<file path="src/rtl/fifo_word_packer.sv">
// fifo_word_packer: drains bytes from a synchronous FIFO (registered read
// data, one cycle after read_enable) and packs WORD_BYTES of them into one
// output word on a valid/ready handshake. A flush pulse emits a partially
// filled word, zero-padded above the valid bytes, with its byte count.
module fifo_word_packer #(
  parameter int WORD_BYTES = 4,
  parameter int DW         = 8
) (
  input  logic                                clk,
  input  logic                                rst,
  input  logic                                fifo_empty,
  output logic                                fifo_rd_en,
  input  logic [DW-1:0]                       fifo_rd_data,
  input  logic                                flush,
  output logic                                out_valid,
  input  logic                                out_ready,
  output logic [DW*WORD_BYTES-1:0]            out_data,
  output logic [$clog2(WORD_BYTES+1)-1:0]     out_cnt,
  output logic                                busy
);

  localparam int W  = DW * WORD_BYTES;
  localparam int CW = $clog2(WORD_BYTES + 1);
  localparam logic [CW-1:0] FULL_CNT = CW'(WORD_BYTES);

  // FILL: normal packing. FLUSH: a flush is pending; reads are held off
  // until the in-flight byte lands and the partial word goes out.
  typedef enum logic {
    ST_FILL  = 1'b0,
    ST_FLUSH = 1'b1
  } state_t;

  state_t          state_reg,      state_next;
  logic [CW-1:0]   issued_reg,     issued_next;
  logic [CW-1:0]   fill_cnt_reg,   fill_cnt_next;
  logic            rd_pending_reg, rd_pending_next;
  logic [W-1:0]    acc_reg,        acc_next;
  logic            out_valid_reg,  out_valid_next;
  logic [W-1:0]    out_data_reg,   out_data_next;
  logic [CW-1:0]   out_cnt_reg,    out_cnt_next;

  logic [W-1:0]    acc_capt;    // accumulator with the arriving byte merged in
  logic [W-1:0]    acc_masked;  // accumulator with unfilled lanes zeroed
  logic            flush_pend;
  logic            word_full;
  logic            flush_ready;
  logic            out_free;
  logic            transfer;

  assign flush_pend = (state_reg == ST_FLUSH);

  // Reads are only requested when the FIFO has data, so every request is
  // accepted; issued caps the number of bytes in flight plus buffered.
  assign fifo_rd_en = !rst && !fifo_empty && (issued_reg < FULL_CNT) && !flush_pend;

  assign word_full   = (fill_cnt_reg == FULL_CNT);
  assign flush_ready = flush_pend && !rd_pending_reg && (fill_cnt_reg != '0);
  assign out_free    = !out_valid_reg || out_ready;
  assign transfer    = (word_full || flush_ready) && out_free;

  // Per-lane capture steering and zero-padding of lanes beyond fill_cnt.
  genvar gi;
  generate
    for (gi = 0; gi < WORD_BYTES; gi++) begin : g_lane
      assign acc_capt[gi*DW +: DW] =
        (rd_pending_reg && (fill_cnt_reg == CW'(gi))) ? fifo_rd_data : acc_reg[gi*DW +: DW];
      assign acc_masked[gi*DW +: DW] =
        (CW'(gi) < fill_cnt_reg) ? acc_reg[gi*DW +: DW] : '0;
    end
  endgenerate

  // Next-state logic: read issue, byte capture, word transfer, handshake
  // and the FILL/FLUSH state.
  always_comb begin
    state_next      = state_reg;
    issued_next     = issued_reg;
    fill_cnt_next   = fill_cnt_reg;
    rd_pending_next = fifo_rd_en;
    acc_next        = acc_reg;
    out_valid_next  = out_valid_reg;
    out_data_next   = out_data_reg;
    out_cnt_next    = out_cnt_reg;

    // A transfer only happens when no read is being issued (issued is at
    // its cap or a flush holds reads off), so the two never collide.
    if (transfer) begin
      issued_next = '0;
    end else if (fifo_rd_en) begin
      issued_next = issued_reg + 1'b1;
    end

    // A capture cannot coincide with a transfer: a full word has no byte
    // in flight and a flush transfer waits for rd_pending to drop.
    if (transfer) begin
      acc_next      = '0;
      fill_cnt_next = '0;
    end else if (rd_pending_reg) begin
      acc_next      = acc_capt;
      fill_cnt_next = fill_cnt_reg + 1'b1;
    end

    if (transfer) begin
      out_valid_next = 1'b1;
      out_data_next  = acc_masked;
      out_cnt_next   = fill_cnt_reg;
    end else if (out_valid_reg && out_ready) begin
      out_valid_next = 1'b0;
    end

    // Leaving FLUSH (transfer, or nothing buffered) takes priority over a
    // new flush pulse, so a flush landing on a full word is absorbed by it.
    case (state_reg)
      ST_FILL: begin
        if (transfer) begin
          state_next = ST_FILL;
        end else if (flush) begin
          state_next = ST_FLUSH;
        end
      end
      ST_FLUSH: begin
        if (transfer || ((fill_cnt_reg == '0) && !rd_pending_reg)) begin
          state_next = ST_FILL;
        end
      end
      default: state_next = ST_FILL;
    endcase
  end

  // State registers with synchronous reset; any pending output word and
  // any byte still in flight are discarded.
  always_ff @(posedge clk) begin
    if (rst) begin
      state_reg      <= ST_FILL;
      issued_reg     <= '0;
      fill_cnt_reg   <= '0;
      rd_pending_reg <= 1'b0;
      acc_reg        <= '0;
      out_valid_reg  <= 1'b0;
      out_data_reg   <= '0;
      out_cnt_reg    <= '0;
    end else begin
      state_reg      <= state_next;
      issued_reg     <= issued_next;
      fill_cnt_reg   <= fill_cnt_next;
      rd_pending_reg <= rd_pending_next;
      acc_reg        <= acc_next;
      out_valid_reg  <= out_valid_next;
      out_data_reg   <= out_data_next;
      out_cnt_reg    <= out_cnt_next;
    end
  end

  assign out_valid = out_valid_reg;
  assign out_data  = out_data_reg;
  assign out_cnt   = out_cnt_reg;
  assign busy      = (fill_cnt_reg != '0) || rd_pending_reg || flush_pend;

endmodule

</file>
<file path="config.mk">
export PLATFORM = sky130hd
export DESIGN_NAME = fifo_word_packer
export DESIGN_NICKNAME = d
export VERILOG_FILES = /design/src/rtl/fifo_word_packer.sv
export SDC_FILE = /design/constraint.sdc
export NUM_CORES = 1
export LEC_CHECK = 0
export ABC_CLOCK_PERIOD_IN_PS = 5550
export CORE_ASPECT_RATIO = 0.5
export CORE_MARGIN = 8
export CORE_UTILIZATION = 55
export CTS_BUF_LIST = sky130_fd_sc_hd__clkbuf_2 sky130_fd_sc_hd__clkbuf_4 sky130_fd_sc_hd__clkbuf_8
export CTS_CLUSTER_DIAMETER = 120
export DETAILED_ROUTE_END_ITERATION = 7
export PLACE_DENSITY = 0.87
export SLEW_MARGIN = 20
export SYNTH_ARGS = -nofsm -noshare
export SYNTH_HDL_FRONTEND = slang
export SYNTH_SLANG_ARGS = --single-unit
</file>
<file path="constraint.sdc">
create_clock -name clk -period 5.55 [get_ports clk]
set_input_delay 1.11 -clock clk [delete_from_list [all_inputs] [get_ports clk]]
set_output_delay 1.11 -clock clk [all_outputs]
set_load 0.05 [all_outputs]
</file>
; Word level (Yosys, flattened, before mapping)
; Cells that the tools add are included.
[word_totals]
reg_bits = 76
mem_bits_rw = 0
rom_bits = 0
word_cells = 63
n_memories = 0
latch_bits = 0
input_bits = 13
output_inout_bits = 38
[op_classes]
muxes = 10
reduce_logical = 30
shift = 0
n_mul = 0
div_mod_pow = 0
n_eq_ne = 4
magnitude_cmp = 5
n_bitwise = 1
addsub = 2
[op_table]
columns = operator, n
row1 = 8-bit two-way mux, 4
row2 = 1-bit logical AND, 12
row3 = 2-bit AND reduction, 4
row4 = 3-bit by 1-bit adder with 3-bit output (second input constant), 2
row5 = 3-bit by 2-bit equality test with 1-bit output (second input constant), 2
row6 = 1-bit by 3-bit less-than comparator with 1-bit output (first input constant), 2
row7 = 2-bit by 3-bit less-than comparator with 1-bit output (first input constant), 2
row8 = 1-bit logical NOT, 5
row9 = 1-bit logical OR, 5
row10 = 1-bit two-way mux, 5
row11 = 3-bit by 1-bit equality test with 1-bit output (second input constant), 1
row12 = 3-bit equality test (second input constant), 1
row13 = 3-bit logical NOT, 1
row14 = 3-bit less-than comparator (second input constant), 1
row15 = 3-bit nonzero test, 1
row16 = 1-bit case mux with 2 select lines, 1
row17 = 2-bit nonzero test, 1
row18 = 2-bit OR reduction, 1
row19 = 1-bit inverter, 1

; Depth between registers and ports, before layout
[depth]
depth_word = 8
ltp_mapped = 7
ltp_nobuf = 5

; Worst setup path before layout
; Ideal clock, no wire load.
[synth_timing]
kind = input port to output port
start = in rst
end = out fifo_rd_en
arrival_time_ns = 2.214
setup_slack_ns = 2.226
required_ns = 4.440
path_stages = 1
n_path_buf = 0
path_cell_list = nor4_2
[synth_between]
elab_chain_len = 4
[synth_rtl]
columns = element, line
row1 = "start, declared", 10  ; input logic rst,
row2 = 1-bit logical NOT, 54  ; assign fifo_rd_en = !rst && !fifo_empty && (issued_reg < FULL_CNT) && !flush_pend;
row3 = 1-bit logical AND (3 in series), 54
row4 = "end, declared", 12  ; output logic fifo_rd_en,
; No other way between the ends.

; Worst setup path after layout
[layout_timing]
start = in fifo_empty
end = out fifo_rd_en
[layout_between]
elab_chain_len = 4
[layout_rtl]
columns = element, line
row1 = "start, declared", 11  ; input logic fifo_empty,
row2 = 1-bit logical NOT, 54
row3 = 1-bit logical AND (3 in series), 54
; No other way between the ends.

==> flow_metrics.py <==
metrics = {
    "clocking": {
        "clk_path_buf_depth": 2,
        "hold_buffers": 0,
        "cts_tree": "built",
        "post_cts_buffers": 0,
        "cts_inserted_buffers": 9,
        "root_buffer": "clkbuf_8",
        "clk_latency_ps": 350,
        "htreeDepth": 3,
        "clock-sinks": 76,
        "cts-resized-gates": 0,
        "path_clk_slew_ps": 80,
    },
    "critical_path": {
        "cp_max_fo": 4,
        "path_common_cell": "clkdlybuf4s50_1",
        "required_ps": 4440,
        "cp_num_buf_inv": 2,
        "crit_path_end_kind": "output pin",
        "crit_arrival_ps": 2840,
        "cp_slowest_cell": "clkdlybuf4s50_1",
        "critPathLaunchType": "primary input",
        "critPathKind": "in2out",
        "critical_path.max_stage_delay_ps": 920,
        "path_cells": "clkdlybuf4s50_1 -> nor4_2 -> clkdlybuf4s50_1",
        "cp_top_family": "buffers and inverters",
    },
    "global_route": {
        "grt_max_degree": 105,
        "antenna_found_initial": 0,
        "grt_pass1_vias": 2270,
        "grt_pass1_wl_mm": 11.0,
        "overflow": 0,
        "grt.total_usage": 0.155,
    },
    "power_and_ir_drop": {
        "clkPwrFrac": 0.413,
        "intPower_uw": 840,
        "p_switching_uw": 261,
        "sw_frac_of_total": 0.237,
        "pwr-share-comb": 0.076,
        "power.density_nw_per_um2": 279,
        "power_mw": 1.10,
        "p_leak_nw": 1.49,
        "seqPwrFrac": 0.510,
        "peakVddDrop_mv": 0.171,
    },
    "synth": {
        "synth_compound_area_frac": 0.0115,
        "synth_most_common_cell": "dfxtp_1",
        "yosys_warnings": 0,
        "synth_fp_nets": 326,
        "synth_top_family_by_area": "simple AND/OR/NAND/NOR gates",
        "syn_avg_cell_area_sq_um": 10.6,
        "synth_ff_type": "dfxtp_1",
        "synth_top_area_frac": 0.467,
        "syn-instance-count": 309,
        "synthSimpleGateAreaFrac": 0.230,
        "yosysSeqAreaShare": 0.467,
        "yosysTopAreaCell": "dfxtp_1",
        "yosys.area_share.adder": 0.0153,
        "yosys-top-cells-area": "dfxtp_1, mux2i_1, nor3_1",
        "yosys_register_bits": 76,
        "muxShareOfSynthArea": 0.218,
        "synthXorXnorAreaFrac": 0.00806,
        "synth_cell_type_count": 30,
        "synthTopCellsByCount": "dfxtp_1, mux2i_1, nor3_1, nand2b_1",
        "syn_area_sq_um": 3260,
        "postSynth.asyncResetShare": 0,
        "synth_edf_count": 0,
    },
    "drt": {
        "post_drt_wl_per_cell_um": 16.5,
        "wl_mm": 7.01,
        "route.vias.total": 2300,
        "first_iter_violations": 165,
        "vias_per_cell": 5.42,
        "post-route-drc-count": 0,
        "dr.pass1.iters": 4,
        "antenna_left": 0,
    },
    "layout": {
        "fillers": 411,
        "finish.utilization": 0.704,
        "area_growth_syn_to_layout_pct": 21.2,
        "finalNetCount": 363,
        "drive_above_1_share": 0.114,
        "diodes": 0,
    },
    "floorplan": {
        "dieArea_sq_um": 8800,
        "std_cell_rows": 19,
        "initial_core_util": 0.581,
        "die_h_um": 70.4,
        "core_sq_um": 5610,
        "die_w_um": 125,
        "io_pins": 51,
    },
    "sta": {
        "final_hold_viol_count": 0,
        "fin_crit_ps": 3950,
        "setup_viol": 0,
        "post-route-period-util": 0.712,
        "final.setup.tns_ps": 0,
        "finalWorstSetupSlack_ps": 1600,
        "rsz0062_at_grt": "false",
        "timing.slew.headroom": 0.406,
        "hold_slack_ps": 475,
        "finClkSkew_ps": 4.96,
        "timing.final.max_slew_violations": 0,
        "worst_pin_slew_ps": 884,
        "fmax_mhz": 253,
    },
    "run_status": {
        "status": "finished, final reports clean",
    },
    "run": {
        "drv_cap": 0,
    },
    "placement": {
        "pre_cts_ws_ps": 1580,
        "hpwl_mm": 4.63,
        "place_congestion": 0.743,
        "port_buffers": 50,
    },
    "hold_path": {
        "holdCritPathClass": "reg2reg",
    },
}
[cell families (layout without fill, tap and decap cells)]
family / count (synthesis) / in the layout
DFF: 76 / 76
muxes: 69 / 69
AOI/OAI and AO/OA: 5 / 5
and+or+nand+nor: 123 / 123
adders and majority gates: 4 / 4
xor gates and xnor gates: 3 / 3
buffers and inverters: 29 / 71
[final timing paths]
kind / start / to / slack, ps / depth (start not counted)
setup reg to reg: fill_cnt_reg[1]$_SDFFE_PP0P_ / out_data[17]$_SDFFE_PP0P_ / 2830 / 6
hold / removal: out_data[14]$_SDFFE_PP0P_ / out_data[14]$_SDFFE_PP0P_ / 480 / 2
hold reg to reg: out_data[14]$_SDFFE_PP0P_ / out_data[14]$_SDFFE_PP0P_ / 480 / 2
setup / recovery: fifo_empty / fifo_rd_en / 1600 / 3
[worst reg2reg max path: cells and delay by family (launching register included)]
family / cells / cell delay [ps]
flops: 1 / 570
buf+inv: 2 / 550
compound gates: 1 / 430
simple gates: 1 / 410
mux: 1 / 390
fa+ha+maj: 1 / 250
[metrics by stage]
stage / instances / instance area [sq um]
CTS: 424 / 3940
global placement: 408 / 3730
detailed placement: 408 / 3730
floorplan: 309 / 3260
global route: 424 / 3950
finish: 424 / 3950
[routing by layer]
layer | routed length [um] | track usage | part of all wire | up-vias
met5 | 0 | 0 | 0 | -
li1 | - | - | - | 1144
met3 | 398 | 0.0636 | 0.057 | 9
met4 | 62 | 0.0468 | 0.0088 | 0
met1 | 3190 | 0.178 | 0.46 | 1093
met2 | 3360 | 0.258 | 0.48 | 54
[final cells by class]
cell class                      instances  area, sq um  area share
Sequential cell                        76         1520       0.385
Clock buffer                            9          124      0.0313
Inverter                                2         7.51     0.00190
Tap cell                               73         91.3      0.0231
Multi-Input combinational cell        204         1600       0.404
Timing Repair Buffer                   53          518       0.131
Clock inverter                          7         91.3      0.0231
[placed cells by master (no fill, tap or decap), types with 2 or more instances in the layout]
cell and n:
clkbuf_8 9, mux2_2 14, bufinv_16 2, nand2b_1 23, nor3_1 39, nor4_1 2
mux2i_1 53, nor2b_1 16, ha_1 4, mux2_1 2, buf_4 3, nand2_1 10
nor3b_1 16, clkdlybuf4s50_1 49, inv_1 2, xnor2_1 2, a21oi_1 2, nand3b_1 10
dfxtp_1 76, clkinv_2 3
[power by group through the flow]
| stage | clock network [mW] | logic (mW) | registers [mW] |
|---|---|---|---|
| after floorplan | 0 | 0.0612 | 0.572 |
| after global placement | 0 | 0.0801 | 0.573 |
| after detailed placement | 0 | 0.0833 | 0.574 |
| after CTS | 0.461 | 0.0836 | 0.561 |
| after global routing | 0.486 | 0.0891 | 0.563 |
| final | 0.455 | 0.0842 | 0.562 |
No activity file was read; power rests on OpenSTA's default activity.
==> variant (same flow settings) <==
Set the parameter `WORD_BYTES` to 8 (it was 4).
--- a/src/rtl/fifo_word_packer.sv
+++ b/src/rtl/fifo_word_packer.sv
@@ -3,7 +3,7 @@
 // output word on a valid/ready handshake. A flush pulse emits a partially
 // filled word, zero-padded above the valid bytes, with its byte count.
 module fifo_word_packer #(
-  parameter int WORD_BYTES = 4,
+  parameter int WORD_BYTES = 8,
   parameter int DW         = 8
 ) (
   input  logic                                clk,
Ports: changed (resized out_cnt and out_data); port bits go from 51 to 84. The function was not compared with the original's and may differ.
==> variant against the original RTL <==
- routed wire length grew 100%
- area after synthesis is 77% higher
- critical endpoint unchanged
- setup slack worse by 32 ps
- combinational power up 43%
- non-clock buffer count rose by 36
- largest cell class is now sequential cells
- final area up 73%
- critical path depth unchanged
- sequential cell count is 67 higher
- power increased by 74%
==> variant: results (changes against the original RTL) <==
| Metric | Value |
|---|---|
| List of most frequent post-synthesis cells | dfxtp_1, nand2_1, o21ai_0 |
| Syn-to-layout area delta | 18.9% |
| Fin nets | 710 (+96%) |
| Share of layout cells above drive strength 1 | 11.5% (+0.077 points) |
| Cell Int Power | 0.00142 W (+69%) |
| Filler cells | 794 (+93%) |
| Worst-case reg-to-reg path depth | 7 (+1) |
| DRT iter0 DRCs | 456 (+180%) |
| Status | finished, final reports clean |
| Area contributors post-synth | dfxtp_1, nand4_1, nand2_1, nand2b_1, a21oi_2 |
| Setup Skew | 11.3 ps (+6.34 ps) |
| Mapped Nets | 663 (+100%) |
| Measured slew at the worst slew-check pin | 943 ps (+59.4 ps) |
| Register area share after synthesis | 49.7% (+3.0 points) |
| Synth cell types | 35 (+17%) |
| Final WL | 14,300 um (+100%) |
| Reg-to-reg endpoint | acc_reg[45] |
| Max Fanout on Critical Path | 5 (+1) |
| P_leak | 2.23 nW (+49%) |
| Hold Path End | acc_reg[0] |
| Worst vdd ir | 163 uV (-5.2%) |
| H-tree Lvls | 4 (+1) |
| First-pass GRT wire length | 23,000 um (+110%) |
| Reg2Reg Setup Slack | 2570 ps (-260 ps) |
| Clock Latency Late Sink | 440 ps (+90 ps) |
| Placer Congestion | 0.783 (+5.4%) |
| Min-delay src | acc_reg[0] |
| Total CTS buffers | 17 (+8) |
-- variant: worst max-delay path, cell delays in order --
cell	delay [ps]
clkdlybuf4s50_1	450
nor4_2	400
clkdlybuf4s50_1	910
-- variant: cell families after synthesis --
| logic type | synth area share [%] |
|---|---|
| mux | 4.95 |
| xor+xnor | 0.608 |
| flops | 49.7 |
| fa+ha+maj | 0.869 |
| simple gates | 23.3 |
| buf+inv | 6.15 |
| compound gates | 14.5 |
-- variant: worst max-delay path by stage --
stage | from | endpoint | cells after the start
floorplan | rst | fifo_rd_en | 1
global placement | fifo_empty | fifo_rd_en | 3
detailed placement | fifo_empty | fifo_rd_en | 3
CTS | fifo_empty | fifo_rd_en | 3
global route | fifo_empty | fifo_rd_en | 3
finish | fifo_empty | fifo_rd_en | 3
-- variant: power groups by stage --
stage | Sequential, W | Combinational, W | Clock (W)
2_1_floorplan | 0.00107 | 0.0000931 | 0
4_1_cts | 0.00104 | 0.000118 | 0.000760
3_3_place_gp | 0.00107 | 0.000116 | 0
5_1_grt | 0.00104 | 0.000127 | 0.000819
6_report | 0.00104 | 0.000120 | 0.000759
3_5_place_dp | 0.00107 | 0.000118 | 0
-- variant: final cells by class --
cell class,count,area share (%)
Tap cell,140,2.56
Clock inverter,15,1.81
Sequential cell,143,41.8
Timing Repair Buffer,89,12.9
Inverter,4,0.219
Multi-Input combinational cell,438,37.3
Clock buffer,17,3.42
-- variant: metrics by stage --
stage | setup WS [ps] | hold slack, ps
floorplan | 2190 | 436
global placement | 1610 | 444
detailed placement | 1570 | 451
CTS | 1560 | 463
global route | 1490 | 486
finish | 1570 | 465
-- variant: routing by layer --
layer	vias to the layer above	track usage, %	routed length (um)
met1	2349	24.1	6230
met4	0	6.84	258
li1	2305	-	-
met5	-	0	0
met3	24	7.29	1100
met2	173	33.1	6680
